`src/rtl/signbit_32_pkg.sv`:
```
// signbit_32_pkg: widths and types shared by the pipelined unsigned multiplier.
package signbit_32_pkg;
    localparam int W   = 32;
    localparam int HW  = W / 2;
    localparam int PW  = 2 * W;
    localparam int LAT = 3;
    typedef logic [W-1:0]  operand_t;
    typedef logic [HW-1:0] half_t;
    typedef logic [W-1:0]  pp_t;
    typedef logic [PW-1:0] prod_t;
endpackage

```
`src/rtl/signbit_32_mul_half.sv`:
```
// mul_half: combinational HW x HW -> W unsigned partial-product multiplier.
module mul_half
    import signbit_32_pkg::*;
(
    input  logic [HW-1:0] i_a,
    input  logic [HW-1:0] i_b,
    output logic [W-1:0]  o_p
);
    assign o_p = pp_t'(i_a) * pp_t'(i_b);
endmodule

```
`src/rtl/signbit_32.sv`:
```
// signbit_32: 3-stage pipelined W x W unsigned multiplier with exact 2W-bit product.
module signbit_32
    import signbit_32_pkg::*;
(
    input  logic          clk,
    input  logic          rst_n,
    input  logic          in_valid,
    input  logic [W-1:0]  a,
    input  logic [W-1:0]  b,
    output logic          out_valid,
    output logic [PW-1:0] p
);
    operand_t r_a, r_b;
    logic     r_v1, r_v2, r_v3;
    pp_t      r_ll, r_lh, r_hl, r_hh;
    prod_t    r_p;
    pp_t      w_ll, w_lh, w_hl, w_hh;
    logic [W:0] w_mid;
    prod_t    w_sum;

    mul_half u_ll (.i_a(r_a[HW-1:0]), .i_b(r_b[HW-1:0]), .o_p(w_ll));
    mul_half u_lh (.i_a(r_a[HW-1:0]), .i_b(r_b[W-1:HW]), .o_p(w_lh));
    mul_half u_hl (.i_a(r_a[W-1:HW]), .i_b(r_b[HW-1:0]), .o_p(w_hl));
    mul_half u_hh (.i_a(r_a[W-1:HW]), .i_b(r_b[W-1:HW]), .o_p(w_hh));

    // The cross-term sum needs W+1 bits; dropping its carry loses 2^(W+HW).
    assign w_mid = {1'b0, r_lh} + {1'b0, r_hl};
    assign w_sum = {{W{1'b0}}, r_ll}
                 + {{(W-HW-1){1'b0}}, w_mid, {HW{1'b0}}}
                 + {r_hh, {W{1'b0}}};

    always_ff @(posedge clk or negedge rst_n) begin
        if (!rst_n) begin
            r_a  <= '0;
            r_b  <= '0;
            r_v1 <= 1'b0;
        end else begin
            r_v1 <= in_valid;
            if (in_valid) begin
                r_a <= a;
                r_b <= b;
            end
        end
    end

    always_ff @(posedge clk or negedge rst_n) begin
        if (!rst_n) begin
            r_ll <= '0;
            r_lh <= '0;
            r_hl <= '0;
            r_hh <= '0;
            r_v2 <= 1'b0;
        end else begin
            r_ll <= w_ll;
            r_lh <= w_lh;
            r_hl <= w_hl;
            r_hh <= w_hh;
            r_v2 <= r_v1;
        end
    end

    always_ff @(posedge clk or negedge rst_n) begin
        if (!rst_n) begin
            r_p  <= '0;
            r_v3 <= 1'b0;
        end else begin
            r_v3 <= r_v2;
            if (r_v2) r_p <= w_sum;
        end
    end

    assign out_valid = r_v3;
    assign p         = r_p;
endmodule

```
`config.mk`:
```
export PLATFORM = sky130hd
export DESIGN_NAME = signbit_32
export DESIGN_NICKNAME = d
export VERILOG_FILES = /design/src/rtl/signbit_32_pkg.sv /design/src/rtl/signbit_32_mul_half.sv /design/src/rtl/signbit_32.sv
export SDC_FILE = /design/constraint.sdc
export NUM_CORES = 2
export LEC_CHECK = 0
export ABC_AREA = 1
export ABC_CLOCK_PERIOD_IN_PS = 5000
export BUFFER_PORTS_ARGS = -buffer_cell sky130_fd_sc_hd__buf_4
export CORE_UTILIZATION = 55
export DETAILED_ROUTE_END_ITERATION = 7
export PLACE_DENSITY = 0.74
export RECOVER_POWER = 50
export SYNTH_ARGS = -nofsm -noshare
export SYNTH_HDL_FRONTEND = slang
export SYNTH_SLANG_ARGS = --single-unit
```
`constraint.sdc`:
```
create_clock -name clk -period 5 [get_ports clk]
set_input_delay 1 -clock clk [delete_from_list [all_inputs] [get_ports clk]]
set_output_delay 1 -clock clk [all_outputs]
set_load 0.1 [all_outputs]
```
### Word-level counts from Yosys, hierarchy flattened

Cells that the tools add are included.
W data, S select, Z words.

| operators by class | value |
|---|---|
| add/subtract/negate cells | 3 |
| $mul | 4 |

Operators by type and width:

| operator | number |
|---|---|
| $mul A16 B16 Y32 | 4 |
| $add A50 B64 Y64 | 1 |
| $add A32 B49 Y50 | 1 |
| $add A32 B32 Y33 | 1 |

| word-level totals | value |
|---|---|
| register bits after elaboration | 259 |
| bits of input ports | 67 |
| output and inout port bits | 65 |

### Logic depth before layout (Yosys ltp)

| depth | value |
|---|---|
| depth in word-level cells | 3 |
| gate-level depth with buffers | 28 |
| gate-level depth less buffers | 28 |

### By module

A second synthesis with hierarchy kept.

| second synthesis, totals | value |
|---|---|
| cell total of the unflattened synthesis | 7093 |
| area total of the unflattened synthesis | 51425.6 µm² |

Modules (own cells, without submodules):

| module | times used | cells each | area each (µm²) | sequential area each (µm²) |
|---|---|---|---|---|
| signbit_32 | 1 | 1595 | 13411.6 | 6481.2 |
| mul_half at u_lh | 1 | 1374 | 9526.6 | 0.0 |
| mul_half at u_hh | 1 | 1375 | 9511.6 | 0.0 |
| mul_half at u_hl | 1 | 1380 | 9509.1 | 0.0 |
| mul_half at u_ll | 1 | 1369 | 9466.6 | 0.0 |

### Least setup slack after synthesis

No wires, ideal clock.

| timing path | value |
|---|---|
| path type | reg2reg |
| from | reg r_a[23] |
| to | reg r_hl[27] |
| arrival time | 5.127 ns |
| required time | 4.875 ns |
| setup slack | -0.252 ns |
| stages on the path, launching flop included | 22 |
| buffers on the path | 2 |
| period minus slack after synthesis | 5.252 ns |
| cell sequence | dfrtp_1 -> clkbuf_1 -> clkbuf_1 -> nand2_1 -> fa_1 -> inv_1 -> fa_1 -> inv_1 -> fa_1 -> inv_1 -> fa_1 -> fa_1 -> inv_1 -> fa_1 -> inv_1 -> ha_1 -> a21o_1 -> a31oi_1 -> o21ai_0 -> nand2_1 -> nand3_1 -> xor2_1 |

| between the ends | value |
|---|---|
| word-level cells in the longest chain between the ends | 1 |

RTL lines:

| what | line | source |
|---|---|---|
| start, declared | signbit_32.sv:13 | `operand_t r_a, r_b;` |
| start signal, assigned | signbit_32.sv:34 | `r_a <= '0;` |
| start signal, assigned | signbit_32.sv:40 | `r_a <= a;` |
| $mul A16 B16 Y32 | signbit_32_mul_half.sv:9 | `assign o_p = pp_t'(i_a) * pp_t'(i_b);` |
| net u_hl.o_p[27] | signbit_32_mul_half.sv:7 | `output logic [W-1:0] o_p` |
| end signal, assigned | signbit_32.sv:56 | `r_hl <= w_hl;` |
| end, declared | signbit_32.sv:15 | `pp_t r_ll, r_lh, r_hl, r_hh;` |

The timed path passes the listed nets, and every way through them passes these cells.
A chain may end at the register's enable or synchronous reset.

### Final worst setup path

| timing path | value |
|---|---|
| from | reg r_a[7] |
| to | reg r_ll[25] |

| between the ends | value |
|---|---|
| word-level cells in the longest chain between the ends | 1 |

RTL lines:

| what | line | source |
|---|---|---|
| $mul A16 B16 Y32 | signbit_32_mul_half.sv:9 |  |
| net u_ll.o_p[25] | signbit_32_mul_half.sv:7 |  |
| end signal, assigned | signbit_32.sv:54 | `r_ll <= w_ll;` |
| end, declared | signbit_32.sv:15 |  |

The timed path passes the listed nets, and every way through them passes these cells.

==> results.txt <==
In the routed layout, each cell is associated on average with a via count of 5.32. The critical path's largest stage delay came out at 0.65 ns. The floorplan core area came out at 88400 sq um. The routability congestion estimate from global placement is 0.986. The final worst-path cycle share is 109%. Yosys printed 0 warnings.

The height of the die is 300 um. Timing would allow up to 0.183 GHz. Input and output buffers added on the ports amount to 131. The worst hold slack is 0.349 ns. The category of the worst setup path launch point is a flip-flop. In this run, post-CTS hold repair placed 0 buffers. The post-synthesis share of cell area spent on and, or, nand and nor gates came out at 19.7%. The number of enable flip-flop cells after synthesis is 0.

The pin count of the biggest net entering global routing is 98. The critical path arrival is 5.95 ns. Along the worst hold path, the cell count comes to 0. The count of endpoints failing setup in the final report came out at 84.

The flop and latch count out of synthesis came out at 259. The average size of a mapped cell came out at 7.61 sq um. The measured slew at the worst slew-check pin came out at 3.58 ns. Setup repair after global routing could not meet its margin everywhere. The number of top-level pins is 132.

By startpoint and endpoint, the worst setup path is classified as flip-flop to flip-flop. The routed via count came out at 43800. Clock-pin slew was measured on the worst setup and hold paths at 0.06 ns. The post-synthesis cell count is 6438. The post-synthesis share of cell area spent on xor and xnor gates came out at 2.56%.

The overflow left after global routing is 0. The fraction of post-synthesis cell area in the top cell type by area came out at 31.8%. The die covers 90300 sq um. The most used flip-flop cell after synthesis is sky130_fd_sc_hd__dfrtp_1. The internal reg-to-reg setup slack is -0.47 ns. The headroom to the max-slew limit is -138%. After synthesis, the cell types taking the most area are sky130_fd_sc_hd__fa_1 (32%), sky130_fd_sc_hd__nand2_1 (14%), sky130_fd_sc_hd__dfrtp_1 (13%). The type of the worst min-delay path is flip-flop to flip-flop.

The clock latency of the later-clocked register in the worst-skew pair came out at 0.60 ns. The share of cells above drive strength 1 is 24.7%. Among all cell types in the netlist, the one instantiated most often is sky130_fd_sc_hd__nand2_1. After synthesis the cells add up to 49000 sq um. The data required time at the worst endpoint is 5.48 ns.

The worst hold path begins at r_v1$_DFF_PN0_. The number of maximum-capacitance violations is 3. The total number of clock tree sinks came out at 259. The number of buffers added by the clock tree synthesis step came out at 36.

Once detail routing completed, the nets flagged for antenna violations numbered 0. The count of H-tree levels built during CTS came out at 2. The type of destination of the critical path is a flip-flop. The proportion of synthesized area in mux cells is 1.47%. The endpoint identified for the worst register-to-register timing path is r_ll[25]$_DFF_PN0_. Clock tree synthesis selected as its root buffer the cell sky130_fd_sc_hd__clkbuf_16. The final hold violation count came to 0.

The start of the worst register-to-register path is r_a[7]$_DFFE_PN0P_. The placement row count came out at 109. The horizontal die dimension is 300 um. The final number of max-transition violations is 189.

The detailed-route DRC error count came out at 0. The first global-routing pass estimated 243000 um of wire. The commonest cells after synthesis are sky130_fd_sc_hd__nand2_1 (1866), sky130_fd_sc_hd__inv_1 (1651), sky130_fd_sc_hd__fa_1 (778), sky130_fd_sc_hd__ha_1 (481), sky130_fd_sc_hd__clkbuf_1 (267).

The post-route worst setup slack is -0.468 ns. The final clock skew came out at 0.0235 ns. The global router's overall resource usage is 34.6%. The detailed-routing iteration count for the pre-antenna-repair pass came out at 8. The part of the Yosys area used for sequential elements came out at 13.2%. The HPWL after detailed placement is 119000 um.

Traced cell by cell, the critical path runs through buf_12 -> clkbuf_16 -> buf_4 -> nand2_1 -> inv_1 -> fa_1 -> inv_1 -> fa_1 -> inv_1 -> fa_1 -> fa_1 -> fa_2 -> ha_4 -> ha_4 -> buf_4 -> nand2_1 -> nor2_1 -> inv_1 -> nor2_4 -> nand2_1 -> nand3_2 -> xor2_2. Of all flip-flops after synthesis, the portion carrying an async set or reset was 100%. The number of antenna violations at the first check in global routing is 3.

The biggest area contributor in the post-synthesis netlist is sky130_fd_sc_hd__fa_1. The adder-cell area share of the yosys netlist is 44.1%. The number of nets in the final layout is 8366. The number of cells on the worst reg-to-reg path is 22. No sink is reached through more buffers than the 3 on the longest clock path.

TritonCTS built the clock tree. The detailed-route wire length per cell came out at 18.8 um. Counting distinct cell types in the post-synthesis netlist gives 45. The path with the worst hold slack has its endpoint at r_v2$_DFF_PN0_. By area, the combinational part of the netlist is dominated by adder cells. The total inserted antenna cells is 0.

After detailed routing, the total wire length is 154000 um. The starting density of the core came out at 55.5%. The most critical setup path has its startpoint at r_a[7]$_DFFE_PN0P_. Among all stages on the critical path, the largest delay is contributed by sky130_fd_sc_hd__fa_2. The run finished, with violations left. The routed design could run at a clock period as short as 5.47 ns. From synthesis to final layout, the design area changed by 27.3%. The checks that failed: max-capacitance violations, max-slew violations, negative setup slack. The via count of the first global-routing pass came to 45900. The largest fanout on the critical path is 6. The violation count after the first detailed-route iteration is 3399. Summing the areas of all compound-gate instances in the mapped netlist gives 4.14% of the synthesized area. The synthesized netlist net count came out at 7764.
layer usage:
metal | GRT usage, % | wire length [um] | vias to the layer above
li1 | - | - | 20000
met1 | 46.2 | 62600 | 21500
met2 | 54.8 | 69400 | 1893
met3 | 7.63 | 14900 | 417
met4 | 13.6 | 7510 | 2
met5 | 0 | 12 | -
cell usage in the layout, fill, tap and decap left out, types with 118 or more instances in the layout:
cell and count:
sky130_fd_sc_hd__a21oi_1 118, sky130_fd_sc_hd__buf_4 638, sky130_fd_sc_hd__dfrtp_1 238, sky130_fd_sc_hd__fa_1 722
sky130_fd_sc_hd__ha_1 396, sky130_fd_sc_hd__inv_1 1512, sky130_fd_sc_hd__inv_2 144, sky130_fd_sc_hd__nand2_1 1701
sky130_fd_sc_hd__nand2_2 119, sky130_fd_sc_hd__nand3_1 132, sky130_fd_sc_hd__nor2_1 160
worst max-delay path: cells and delay by family, from the launching register on:
kind / cells / cell delay, ns
DFF: 1 / 0.45
xor gates and xnor gates: 1 / 0.20
buffers and inverters: 8 / 0.92
adders and majority gates: 7 / 3.11
and+or+nand+nor: 6 / 0.68
metrics by stage:
| step | utilization, % | instances | area [sq um] | worst slack, ns | setup TNS [ns] |
|---|---|---|---|---|---|
| finish | 70.6 | 8232 | 62400 | -0.468 | -21.18 |
| floorplan | - | 6438 | 49700 | -0.0224 | -0.0386 |
| global placement | 63.1 | 8010 | 55700 | -0.571 | -27.59 |
| detailed placement | 63.1 | 8010 | 55700 | -0.602 | -32.51 |
| CTS | 68.3 | 8179 | 60300 | -0.295 | -14.12 |
| global route | 70.6 | 8232 | 62400 | -0.564 | -34.41 |
layout make-up:
cell class              count  area [sq um]
clock inverters            11           135
flip-flops and latches    259          6510
fillers                  6733         26000
clock buffers              54          1050
well taps                1165          1460
inverters                1661          6250
multi-input cells        4241         39000
repair buffers            841          7990
how the worst max path moves through the flow:
stage	endpoint	slack, ns	cells after the start
2_1_floorplan	r_hh[29]$_DFF_PN0_	-0.02	23
3_3_place_gp	r_ll[19]$_DFF_PN0_	-0.57	18
3_5_place_dp	r_ll[19]$_DFF_PN0_	-0.60	18
4_1_cts	r_ll[22]$_DFF_PN0_	-0.30	22
5_1_grt	r_hh[30]$_DFF_PN0_	-0.56	22
6_report	r_ll[25]$_DFF_PN0_	-0.47	22
kinds of logic after synthesis:
kind of cell	count (synthesis)
multiplexers	64
flip-flops	259
XOR/XNOR	143
AO/OA/AOI/OAI	364
adder cells (fa/ha/maj)	1259
AND/OR/NAND/NOR	2411
buffers and inverters	1938
sequential cells by signal, summed over array words and instances, names as in the netlist:
| register | cells |
|---|---|
| r_b | 32 |
| r_v2 | 1 |
| out_valid | 1 |
| r_ll | 32 |
| r_a | 32 |
| r_hl | 32 |
| r_v1 | 1 |
| p | 64 |
| r_hh | 32 |
| r_lh | 32 |
repair_timing:
item                                    4_1_cts  5_1_grt
resized for setup                           584      447
setup buffers                                97       54
endpoints found under the setup margin       88       91
pin swaps                                   196      239
cloned                                       10        4
Power is not shown: default switching activity piles up to over one toggle a cycle in this logic, so the estimate is an artifact.
